<file path="config.mk">
export PLATFORM = sky130hd
export DESIGN_NAME = writeback_arbiter
export DESIGN_NICKNAME = d
export VERILOG_FILES = /design/src/rtl/writeback_arbiter.sv
export SDC_FILE = /design/constraint.sdc
export NUM_CORES = 1
export LEC_CHECK = 0
export CORE_ASPECT_RATIO = 1.4
export CORE_MARGIN = 5
export CORE_UTILIZATION = 40
export CTS_CLUSTER_SIZE = 10
export DETAILED_ROUTE_END_ITERATION = 8
export HOLD_SLACK_MARGIN = 0.02
export PLACE_DENSITY = 0.77
export SETUP_SLACK_MARGIN = 0.1
export SLEW_MARGIN = 20
export SYNTH_ARGS = -nofsm -noshare
export SYNTH_HDL_FRONTEND = slang
export SYNTH_SLANG_ARGS = --single-unit
</file>
<file path="constraint.sdc">
create_clock -name i_clk -period 2.1 [get_ports i_clk]
set_input_delay 0.315 -clock i_clk [delete_from_list [all_inputs] [get_ports i_clk]]
set_output_delay 0.315 -clock i_clk [all_outputs]
set_load 0.05 [all_outputs]
</file>
<file path="src/rtl/writeback_arbiter.sv">
`default_nettype none
//------------------------------------------------------------------------------
// Module   : writeback_arbiter
// Purpose  : Shares the register-file write port between the ALU and load
//            writeback paths. A starvation boost guarantees ALU progress.
// Revision : 1.0
//------------------------------------------------------------------------------
module writeback_arbiter #(
   parameter int XLEN         = 32,
   parameter int REG_AW       = 5,
   parameter int STARVE_LIMIT = 4
) (
   input  logic              i_clk,
   input  logic              i_reset,
   input  logic              i_alu_valid,
   input  logic [REG_AW-1:0] i_alu_rd,
   input  logic [XLEN-1:0]   i_alu_data,
   output logic              o_alu_ready,
   input  logic              i_ld_valid,
   input  logic [REG_AW-1:0] i_ld_rd,
   input  logic [XLEN-1:0]   i_ld_data,
   output logic              o_ld_ready,
   output logic              o_rf_we,
   output logic [REG_AW-1:0] o_rf_waddr,
   output logic [XLEN-1:0]   o_rf_wdata,
   output logic              o_retire,
   output logic              o_retire_src
);

   localparam logic [3:0] C_LIMIT = 4'(STARVE_LIMIT);

   typedef enum logic [0:0] {
      ST_NORMAL = 1'b0,
      ST_BOOST  = 1'b1
   } state_t;

   state_t            state_q, state_d;
   logic [3:0]        starve_q, starve_d;
   logic              gnt_alu, gnt_ld, gnt_any;
   logic [REG_AW-1:0] win_rd;
   logic [XLEN-1:0]   win_data;

   always_comb begin
      gnt_alu  = 1'b0;
      gnt_ld   = 1'b0;
      state_d  = state_q;
      starve_d = starve_q;

      if (state_q == ST_BOOST) begin
         gnt_alu = i_alu_valid;
         gnt_ld  = i_ld_valid && !i_alu_valid;
      end else begin
         gnt_ld  = i_ld_valid;
         gnt_alu = i_alu_valid && !i_ld_valid;
      end

      // Counts consecutive denials of a waiting ALU result, saturating.
      if (!i_alu_valid || gnt_alu) begin
         starve_d = 4'd0;
      end else if (starve_q < C_LIMIT) begin
         starve_d = starve_q + 4'd1;
      end

      case (state_q)
         ST_NORMAL: if (starve_d == C_LIMIT)        state_d = ST_BOOST;
         ST_BOOST:  if (!i_alu_valid || gnt_alu)    state_d = ST_NORMAL;
         default:                                   state_d = ST_NORMAL;
      endcase
   end

   assign gnt_any     = gnt_alu || gnt_ld;
   assign win_rd      = gnt_alu ? i_alu_rd   : i_ld_rd;
   assign win_data    = gnt_alu ? i_alu_data : i_ld_data;
   assign o_alu_ready = gnt_alu && !i_reset;
   assign o_ld_ready  = gnt_ld  && !i_reset;

   always_ff @(posedge i_clk or posedge i_reset) begin
      if (i_reset) begin
         state_q      <= ST_NORMAL;
         starve_q     <= 4'd0;
         o_rf_we      <= 1'b0;
         o_rf_waddr   <= '0;
         o_rf_wdata   <= '0;
         o_retire     <= 1'b0;
         o_retire_src <= 1'b0;
      end else begin
         state_q  <= state_d;
         starve_q <= starve_d;
         o_retire <= gnt_any;
         o_rf_we  <= gnt_any && (win_rd != '0);
         if (gnt_any) begin
            o_retire_src <= gnt_ld;
         end
         // x0 writes retire but leave the visible write address/data untouched.
         if (gnt_any && (win_rd != '0)) begin
            o_rf_waddr <= win_rd;
            o_rf_wdata <= win_data;
         end
      end
   end

endmodule
`default_nettype wire
</file>
Word level (Yosys, flattened, before mapping):

Cells that the tools add are included.

* register bits: 45
* word-level logic and storage cells: 31

* $add $sub $neg: 1
* $lt $le $gt $ge: 1
* eq/ne operators: 1
* mux-type cells: 9
* bitwise gates (word level): 1
* reduce and logical (&&, ||, !) cells: 11

Operator list (count)
* $mux 32: 1
* $mux 4: 2
* $logic_and 1x1->1: 5
* $mux 5: 1
* $reduce_bool 5->1: 1
* $add 4x1->4 const B: 1
* $eq 4x3->1 const B: 1
* $lt 4x3->1 const B: 1
* $mux 1: 4
* $logic_not 1->1: 3
* $logic_or 1x1->1: 2
* $pmux 1 s2: 1
* $not 1->1: 1

Logic depth before layout (Yosys ltp):

Gate-level depths: netlist of the first run.

* depth in word-level cells: 8
* depth in mapped cells: 7
* depth with buffers taken out: 5

Least setup slack after synthesis of the first run:

No wires, ideal clock.

* path kind: input port to output port
* from: input i_reset
* to: output o_ld_ready
* data arrival time: 1828 ps
* required time: 1785 ps
* path slack: -43 ps
* stages on the path: 2
* path buffers: 0
* path through: inv_1 > and2_1

* cells in the longest elaborated chain, start to end: 2

RTL lines
* start, declared: line 14 `input logic i_reset,`
* $logic_not 1->1 (no source line)
* $logic_and 1x1->1: line 75 `assign o_ld_ready = gnt_ld && !i_reset;`
* end, declared: line 22 `output logic o_ld_ready,`

Every way passes these cells.

Worst setup path after layout of the first run:

* from: input i_ld_valid
* to: output o_ld_ready

* cells in the longest elaborated chain, start to end: 3

RTL lines
* start, declared: line 19 `input logic i_ld_valid,`
* $logic_and 1x1->1: line 51 `gnt_ld = i_ld_valid && !i_alu_valid;`
* $mux 1 *: line 49 `if (state_q == ST_BOOST) begin`
* $logic_and 1x1->1 *: line 75

Every way passes the cells marked *; elsewhere a longest branch is shown, timed or not.

==> impl_metrics.json, run 1 <==
{
  "status": "complete, no violations",
  "cap_violations": 0,
  "syn_inst": 177,
  "ys_warn_count": 0,
  "final_hold_viol_count": 0,
  "cts_buffer_depth": 2,
  "cp_num_buf_inv": 3,
  "numCtsBuffers": 5,
  "grt_pass1_wl_um": 9320,
  "path_cells": "clkdlybuf4s50_1 > a21boi_1 > buf_4 > and2_1 > buf_4",
  "drc": 0,
  "die_w_um": 75.1,
  "cp_slowest_cell": "clkdlybuf4s50_1",
  "cp-end-kind": "output pin",
  "holdWs_ns": 0.465,
  "avgSynthCellArea_um2": 13.4,
  "path_clk_slew_ns": 0.08,
  "wl_per_cell_um": 16.3,
  "grt_pass1_vias": 2008,
  "ant_nets": 0,
  "post_cts_buffers": 0,
  "final_area_um2": 3790,
  "num_rows": 33,
  "finalSetupViolations": 0,
  "numPortBuffers": 119,
  "clockRootBuffer": "clkbuf_8",
  "crit_type": "primary input to output pin",
  "diodes": 0,
  "drtIter0Drc": 71,
  "clock.fmax_mhz": 519,
  "wl_um": 6100,
  "overflow": 0,
  "total_leakage_power_uw": 0.00165,
  "dp_cells": 367,
  "synth_cell_types": 32,
  "die_h_um": 101,
  "worst_ep_arrival_time_ns": 1.61,
  "cts_tree": "done",
  "drive_above_1_share_pct": 29.5,
  "syn_to_final_growth_pct": 59.8,
  "core_um2": 5820,
  "io_pins": 120,
  "num_vias": 1885,
  "ys_seq_area_share_pct": 47.4,
  "fin_nets": 383,
  "critical_path.max_stage_delay_ns": 0.56,
  "worstSetupStartpointType": "primary input",
  "final_cells": 375,
  "final_common_cell": "clkdlybuf4s50_1",
  "ctsHtreeMaxLevel": 2,
  "hold_buffers": 0,
  "netlist.area_leader.share_pct": 47.4,
  "gp_congestion": 0.840,
  "cp_max_fo": 6,
  "clkSinkCount": 45,
  "irDropWorstVdd_mv": 0.359,
  "final_cell_mix": "clkdlybuf4s50_1, dfrtp_1, mux2_2, mux2_4, nor2_1",
  "slew_violations": 0,
  "antenna_found_initial": 0,
  "cp_common_cell": "buf_4",
  "dieArea_um2": 7600,
  "worst_slew_pin_slew_ns": 0.568,
  "yosys-top-cells-area": "dfrtp_1, mux2_4, mux2_2, nor2_1, buf_6",
  "place_area_um2": 3710,
  "min_period_ns": 1.93,
  "grt_max_degree": 46,
  "grt_usage_pct": 16.0,
  "tns_ns": 0,
  "drt_pre_antenna_iters": 4,
  "clk_latency_ns": 0.29,
  "cp_top_family": "buffers and inverters",
  "dp_hpwl_um": 4600,
  "via_per_inst": 5.03,
  "synth_fp_nets": 256,
  "pre_cts_ws_ns": 0.00245,
  "synth.ff_latch_count": 45,
  "hp-class": "flip-flop to flip-flop",
  "synthesis.area_um2": 2370,
  "initial_core_util_pct": 40.8,
  "cp.required_ns": 1.78,
  "power_density_nw_per_um2": 686,
  "relSlewSlack_pct": 62.1,
  "skew_ns": 0.00668,
  "finalCritPeriodShare_pct": 91.7,
  "rsz0062_at_grt": "no",
  "fin_ws_ns": 0.175,
  "synth_largest_area_cell": "dfrtp_1"
}
==> routing by layer <==
metal	vias up	track usage (%)	share of wire, %
met1	896	19.0	39
met5	-	0	0
met2	94	27.4	50
li1	886	-	-
met3	9	4.17	9.5
met4	0	5.62	1.6
==> stage by stage <==
step | total power [uW] | utilization (%)
5_1_grt | 2720 | 65.2
3_5_place_dp | 2100 | 63.7
3_3_place_gp | 2090 | 63.7
2_1_floorplan | 1680 | -
4_1_cts | 2630 | 65.1
6_report | 2610 | 65.2
==> sequential cells by signal, summed over array words and instances (netlist names) <==
| register | cells |
|---|---|
| o_rf_we | 1 |
| state_q | 1 |
| starve_q | 4 |
| o_rf_wdata | 32 |
| o_retire | 1 |
| o_rf_waddr | 5 |
| o_retire_src | 1 |
==> synthesized netlist by cell type <==
library cell and number:
xnor2_1 1, a221o_1 2, nand2_1 6, a22o_1 2
buf_6 4, nand2b_4 1, a21o_1 1, o21ai_0 2
a21boi_1 1, nor3_1 2, o211ai_1 1, dfrtp_1 45
mux2i_1 2, a21oi_1 4, a311oi_1 1, and2_0 1
or4_1 1, mux2_4 28, nor2_1 14, a22oi_1 2
nand3b_1 1, clkbuf_2 1, nor4_1 1, nand4_1 1
inv_1 5, and3_1 2, a31o_2 2, buf_2 3
clkbuf_1 1, and2_1 1, mux2_2 37, ha_1 1
==> area by class of cell <==
type / instances / area (um2)
Timing Repair Buffer: 129 / 1310
Clock buffer: 6 / 72.6
Clock inverter: 2 / 10.0
Multi-Input combinational cell: 118 / 1160
Sequential cell: 45 / 1130
Inverter: 5 / 22.5
Fill cell: 447 / 2030
Tap cell: 70 / 87.6
==> path summary, 6_finish.rpt <==
kind | slack, ns | from | cells after the start | to
max | 0.17 | i_ld_valid | 5 | o_ld_ready
min | 0.47 | starve_q[3] | 1 | state_q
max reg2reg | 0.41 | state_q | 5 | o_rf_wdata[15]
min reg2reg | 0.47 | starve_q[3] | 1 | state_q
max in group asynchronous | 1.12 | i_reset | 3 | o_rf_wdata[8]
min in group asynchronous | 0.60 | i_reset | 3 | o_rf_wdata[23]
==> where the power goes <==
group / switching [uW] / internal (uW)
clock: 293 / 231
combinational: 556 / 499
sequential: 59.0 / 967
total: 909 / 1700
==> repair_timing <==
action | CTS | global route
endpoints found under the hold margin | 0 | 0
resized for setup | 0 | 1
setup endpoints to repair | 0 | 1
==> kinds of logic (layout without fill, tap and decap cells) <==
| group | count (synthesis) | count (layout) | share of synthesized area (%) |
|---|---|---|---|
| adders and majority gates | 1 | 1 | 0.527 |
| AOI/OAI and AO/OA | 18 | 18 | 5.53 |
| and+or+nand+nor | 31 | 31 | 6.38 |
| buffers and inverters | 14 | 142 | 3.69 |
| xor gates and xnor gates | 1 | 1 | 0.369 |
| muxes | 67 | 67 | 36.1 |
| DFF | 45 | 45 | 47.4 |
(Power assumes the default switching activity.)
==> run 2, diff against run 1 <==
--- a/config.mk
+++ b/config.mk
@@ -5,13 +5,11 @@
 export SDC_FILE = /design/constraint.sdc
 export NUM_CORES = 1
 export LEC_CHECK = 0
-export CORE_ASPECT_RATIO = 1.4
 export CORE_MARGIN = 5
-export CORE_UTILIZATION = 40
-export CTS_CLUSTER_SIZE = 10
+export CORE_UTILIZATION = 36
 export DETAILED_ROUTE_END_ITERATION = 8
 export HOLD_SLACK_MARGIN = 0.02
-export PLACE_DENSITY = 0.77
+export PLACE_DENSITY = 0.73
 export SETUP_SLACK_MARGIN = 0.1
 export SLEW_MARGIN = 20
 export SYNTH_ARGS = -nofsm -noshare
==> constraint.sdc (replaced) <==
create_clock -name i_clk -period 1.7 [get_ports i_clk]
set_input_delay 0.255 -clock i_clk [delete_from_list [all_inputs] [get_ports i_clk]]
set_output_delay 0.255 -clock i_clk [all_outputs]
set_load 0.05 [all_outputs]
==> run 2 against run 1 <==
  * Total power is 28% higher
  * Via count up 4.1%
  * Critical path depth stayed put
  * Worst hold slack worse by 0.057 ns
  * Sequential cell count stayed put
  * Clock power up 36%
  * Critical path type is now flip-flop to flip-flop
  * Critical endpoint is now o_rf_wdata[28]
  * Highest routed layer unchanged
==> impl_metrics.json, run 2 (same netlist as run 1, synthesis figures left out) <==
{
  "power_density_nw_per_um2": 828,
  "clock.fmax_mhz": 596,
  "worst_ep_arrival_time_ns": 1.87,
  "crit_type": "flip-flop to flip-flop",
  "cts_buffer_depth": 2,
  "via_per_inst": 4.87,
  "holdPathStages": 4,
  "gp_congestion": 0.832,
  "irDropWorstVdd_mv": 0.473,
  "hp-start": "i_alu_rd[1]",
  "grt_pass1_vias": 2134,
  "cp_slowest_cell": "dfrtp_1",
  "worstHoldEndpoint": "o_rf_waddr[1]",
  "die_w_um": 91.2,
  "holdWs_ns": 0.409,
  "drive_above_1_share_pct": 49.4,
  "fin_nets": 404,
  "dieArea_um2": 8320,
  "final_common_cell": "clkdlybuf4s50_1",
  "reg_top3": "o_rf_wdata x32, o_rf_waddr x5, starve_q x4",
  "diodes": 0,
  "place_area_um2": 3710,
  "regMostFlops": "o_rf_wdata",
  "min_period_ns": 1.68,
  "initial_core_util_pct": 37.2,
  "grt_max_degree": 46,
  "finalCritPeriodShare_pct": 98.6,
  "worst_slew_pin_slew_ns": 0.592,
  "final_util_pct": 63.1,
  "cp_top_family": "flip-flops",
  "dp_hpwl_um": 4740,
  "clkSinkCount": 45,
  "hp-class": "primary input to flip-flop",
  "drtIter0Drc": 46,
  "cp.required_ns": 1.90,
  "largest_reg_flops": 32,
  "grt_usage_pct": 16.0,
  "worstSetupStartpointType": "flip-flop",
  "rsz0062_at_grt": "yes",
  "relSlewSlack_pct": 60.5,
  "io_pins": 120,
  "wl_um": 6840,
  "num_rows": 29,
  "drt_pre_antenna_iters": 4,
  "num_vias": 1963,
  "antenna_found_initial": 0,
  "finalSetupViolations": 0,
  "r2r_slack_ns": 0.02,
  "cap_violations": 0,
  "pre_cts_ws_ns": -0.309,
  "syn_to_final_growth_pct": 69.7,
  "total_leakage_power_uw": 0.00187,
  "clockRootBuffer": "clkbuf_8",
  "cp_num_buf_inv": 1,
  "ant_nets": 0,
  "rr_endpoint": "o_rf_wdata[28]",
  "overflow": 0,
  "path_cells": "nand2b_4 > and2_4 > a22o_4 > clkbuf_16 > mux2_4",
  "drc": 0,
  "skew_ns": 0.00885,
  "cp_max_fo": 6,
  "fin_ws_ns": 0.0234,
  "cp-end-kind": "flip-flop",
  "total_power_uw": 3330,
  "path_clk_slew_ns": 0.09,
  "r2r_cells": 5,
  "final_cell_mix": "clkdlybuf4s50_1, buf_4, dfrtp_1, mux2_2, mux2_4",
  "reg2reg_from": "state_q",
  "final_hold_viol_count": 0,
  "final_area_um2": 4030,
  "core_um2": 6390,
  "cts_tree": "done",
  "numPortBuffers": 119,
  "numCtsBuffers": 5,
  "critical_path.max_stage_delay_ns": 0.42,
  "grt_pass1_wl_um": 10800,
  "slew_violations": 0,
  "wl_per_cell_um": 17.0,
  "status": "complete, no violations",
  "ctsHtreeMaxLevel": 2,
  "clk_latency_ns": 0.30,
  "die_h_um": 91.2
}
run 2: worst max path at each step:
| stage | startpoint | cells past startpoint | slack [ns] | endpoint |
|---|---|---|---|---|
| after floorplan | state_q | 7 | -0.009 | o_rf_wdata[0] |
| after global placement | i_ld_valid | 6 | -0.28 | o_rf_wdata[1] |
| after detailed placement | i_ld_valid | 6 | -0.31 | o_rf_wdata[25] |
| after CTS | state_q | 4 | 0.04 | o_ld_ready |
| after global routing | state_q | 5 | -0.01 | o_alu_ready |
| final | state_q | 5 | 0.02 | o_rf_wdata[28] |
run 2: cell type report:
cell class | count | area (um2)
Fill cell | 520 | 2360
Timing Repair Buffer | 150 | 1470
Multi-Input combinational cell | 118 | 1220
Sequential cell | 45 | 1130
Tap cell | 77 | 96.3
Clock buffer | 6 | 82.6
Inverter | 5 | 22.5
Clock inverter | 2 | 13.8
run 2: what timing repair did:
item / CTS / global route
setup endpoints to repair: 36 / 38
cloned: 2 / 2
hold buffers: 0 / 0
gates resized for setup: 12 / 12
setup buffers: 4 / 4
pin swaps: 2 / 4
run 2: metrics by stage:
stage | setup TNS, ns | cells
2_1_floorplan | -0.245 | 177
3_3_place_gp | -9.33 | 384
3_5_place_dp | -10.50 | 384
4_1_cts | 0 | 397
5_1_grt | -0.0256 | 403
6_report | 0 | 403
run 2: worst register-to-register path, cell delays in order, from the launching register on:
cell,delay (ns)
dfrtp_1,0.42
nand2b_4,0.18
and2_4,0.17
a22o_4,0.32
clkbuf_16,0.19
mux2_4,0.29
run 2: where the power goes:
part	internal (uW)	switching [uW]	leakage, uW
clock network	330	381	0.0000512
registers	1190	76.1	0.000535
logic	636	718	0.00128
total	2160	1170	0.00187
run 2: per-layer routing:
| layer | wire (um) | share of wire, % | GRT usage [%] |
|---|---|---|---|
| met3 | 420 | 6.1 | 5.04 |
| met5 | 0 | 0 | 0 |
| met1 | 2910 | 43 | 19.1 |
| met4 | 80 | 1.2 | 5.01 |
| met2 | 3430 | 50 | 27.4 |
==> run 3, diff against run 2 <==
--- a/config.mk
+++ b/config.mk
@@ -6,12 +6,13 @@
 export NUM_CORES = 1
 export LEC_CHECK = 0
 export CORE_MARGIN = 5
-export CORE_UTILIZATION = 36
+export CORE_UTILIZATION = 40
 export DETAILED_ROUTE_END_ITERATION = 8
 export HOLD_SLACK_MARGIN = 0.02
-export PLACE_DENSITY = 0.73
+export PLACE_DENSITY = 0.77
 export SETUP_SLACK_MARGIN = 0.1
 export SLEW_MARGIN = 20
 export SYNTH_ARGS = -nofsm -noshare
 export SYNTH_HDL_FRONTEND = slang
 export SYNTH_SLANG_ARGS = --single-unit
+export TNS_END_PERCENT = 5
==> constraint.sdc (replaced) <==
create_clock -name i_clk -period 1.6 [get_ports i_clk]
set_input_delay 0.24 -clock i_clk [delete_from_list [all_inputs] [get_ports i_clk]]
set_output_delay 0.24 -clock i_clk [all_outputs]
set_load 0.05 [all_outputs]
==> run 3 against run 2 <==
  * Global-route usage grew 0.75 points
  * Non-clock buffer count shrank 5
  * Clock power grew 14%
  * Sequential power increased by 6%
  * Utilization increased by 4.6 points
  * Critical path type is now flip-flop to output pin
  * Clock-buffer cell count decreased by 1
  * Highest routed layer unchanged
  * First-iteration DRC count increased by 78%
  * Register-to-register slack about the same
  * Sequential cell count did not move
  * Critical endpoint is now o_ld_ready
  * Via count is 0.25% higher
==> impl_metrics.json, run 3 (same netlist as run 1, synthesis figures left out) <==
{
  "drc": 0,
  "clock.fmax_mhz": 626,
  "total_leakage_power_uw": 0.00184,
  "gp_congestion": 0.877,
  "cts_buffer_depth": 2,
  "cp-end-kind": "output pin",
  "wl_per_cell_um": 16.4,
  "final_common_cell": "clkdlybuf4s50_1",
  "slew_violations": 0,
  "drive_above_1_share_pct": 47.8,
  "worstSetupStartpointType": "flip-flop",
  "tns_ns": 0,
  "grt_usage_pct": 16.8,
  "cp_max_fo": 3,
  "path_clk_slew_ns": 0.08,
  "antenna_found_initial": 0,
  "holdPathStages": 4,
  "nFillCells": 459,
  "hp-start": "i_alu_rd[1]",
  "worstHoldEndpoint": "o_rf_waddr[1]",
  "die_h_um": 87.1,
  "numPortBuffers": 119,
  "ctsHtreeMaxLevel": 2,
  "worst_slew_pin_slew_ns": 0.556,
  "hold_buffers": 0,
  "finalCritPeriodShare_pct": 99.8,
  "clockRootBuffer": "clkbuf_8",
  "via_per_inst": 4.98,
  "diodes": 0,
  "rsz0062_at_grt": "yes",
  "min_period_ns": 1.60,
  "relSlewSlack_pct": 62.9,
  "dp_hpwl_um": 4800,
  "cts_tree": "done",
  "ant_nets": 0,
  "status": "complete, no violations",
  "r2r_slack_ns": 0.01,
  "rr_endpoint": "o_rf_wdata[20]",
  "final_cell_mix": "clkdlybuf4s50_1, buf_4, dfrtp_1, mux2_2, mux2_4",
  "clk_latency_ns": 0.29,
  "core_um2": 5850,
  "drtIter0Drc": 82,
  "drt_pre_antenna_iters": 4,
  "grt_pass1_vias": 2157,
  "r2r_cells": 5,
  "io_pins": 120,
  "cap_violations": 0,
  "num_rows": 28,
  "total_power_uw": 3580,
  "hp-class": "primary input to flip-flop",
  "num_vias": 1968,
  "dieArea_um2": 7580,
  "worst_ep_arrival_time_ns": 1.36,
  "wl_um": 6490,
  "syn_to_final_growth_pct": 66.9,
  "finalSetupViolations": 0,
  "clkSinkCount": 45,
  "skew_ns": 0.00162,
  "power_density_nw_per_um2": 903,
  "fin_nets": 399,
  "reg_top3": "o_rf_wdata x32, o_rf_waddr x5, starve_q x4",
  "cp.required_ns": 1.36,
  "grt_pass1_wl_um": 10000,
  "reg2reg_from": "state_q",
  "die_w_um": 87.1,
  "final_hold_viol_count": 0,
  "crit_type": "flip-flop to output pin",
  "overflow": 0,
  "initial_core_util_pct": 40.6,
  "irDropWorstVdd_mv": 0.449,
  "numCtsBuffers": 5,
  "regMostFlops": "o_rf_wdata",
  "largest_reg_flops": 32,
  "grt_max_degree": 46
}
## run 3: changes by cell type in the layout (fill, tap and decap cells not counted), sizes merged
cell / before / now
buf: 71 / 67
clkbuf: 8 / 6
bufinv: 0 / 1
clkinv: 2 / 1
## run 3: critical path, stage by stage, from the launching register on
cell and delay [ns]:
dfrtp_1 0.40, buf_6 0.13, a21boi_4 0.14, buf_6 0.12
and2_4 0.14, buf_8 0.14
## run 3: layout make-up
class                           instances  area [um2]  area share (%)
Tap cell                               75        93.8            2.37
Multi-Input combinational cell        118        1220            30.7
Clock inverter                          2        35.0           0.884
Clock buffer                            5        68.8            1.74
Timing Repair Buffer                  145        1400            35.3
Inverter                                5        22.5           0.568
Sequential cell                        45        1130            28.4
## run 3: worst max-delay path by stage
stage	startpoint	end	slack (ns)
3_3_place_gp	i_ld_valid	o_rf_wdata[0]	-0.36
6_report	state_q	o_ld_ready	0.003
2_1_floorplan	state_q	o_rf_wdata[0]	-0.11
3_5_place_dp	i_ld_valid	o_rf_wdata[10]	-0.37
4_1_cts	state_q	o_ld_ready	-0.03
5_1_grt	state_q	o_rf_wdata[19]	-0.05
## run 3: metal layers
layer	GRT usage [%]	wire (um)	part of all wire, %	vias to the layer above
met4	3.97	85	1.3	0
met3	4.64	490	7.6	9
met1	19.8	2640	41	953
li1	-	-	-	921
met2	30.0	3270	50	85
met5	0	0	0	-
## run 3: power by group
group	switching (uW)	leakage (uW)	internal, uW	total [uW]
combinational	757	0.00125	660	1420
sequential	78.1	0.000535	1270	1350
clock	360	0.0000540	454	813
## run 3: per-stage QoR
step | setup slack (ns) | cell area (um2) | std cells | util, % | hold slack (ns)
global route | -0.0535 | 3960 | 395 | 67.7 | 0.428
detailed placement | -0.372 | 3720 | 384 | 63.6 | 0.468
floorplan | -0.109 | 2390 | 177 | - | 0.253
global placement | -0.358 | 3720 | 384 | 63.6 | 0.471
finish | 0.00323 | 3960 | 395 | 67.7 | 0.402
CTS | -0.0299 | 3920 | 394 | 67.0 | 0.483
## run 3: repair_timing
item,4_1_cts,5_1_grt
pin swaps,3,5
gates cloned,1,1
hold endpoints to repair,0,0
gates resized for setup,18,5
buffers inserted,2,0
endpoints found under the setup margin,36,38
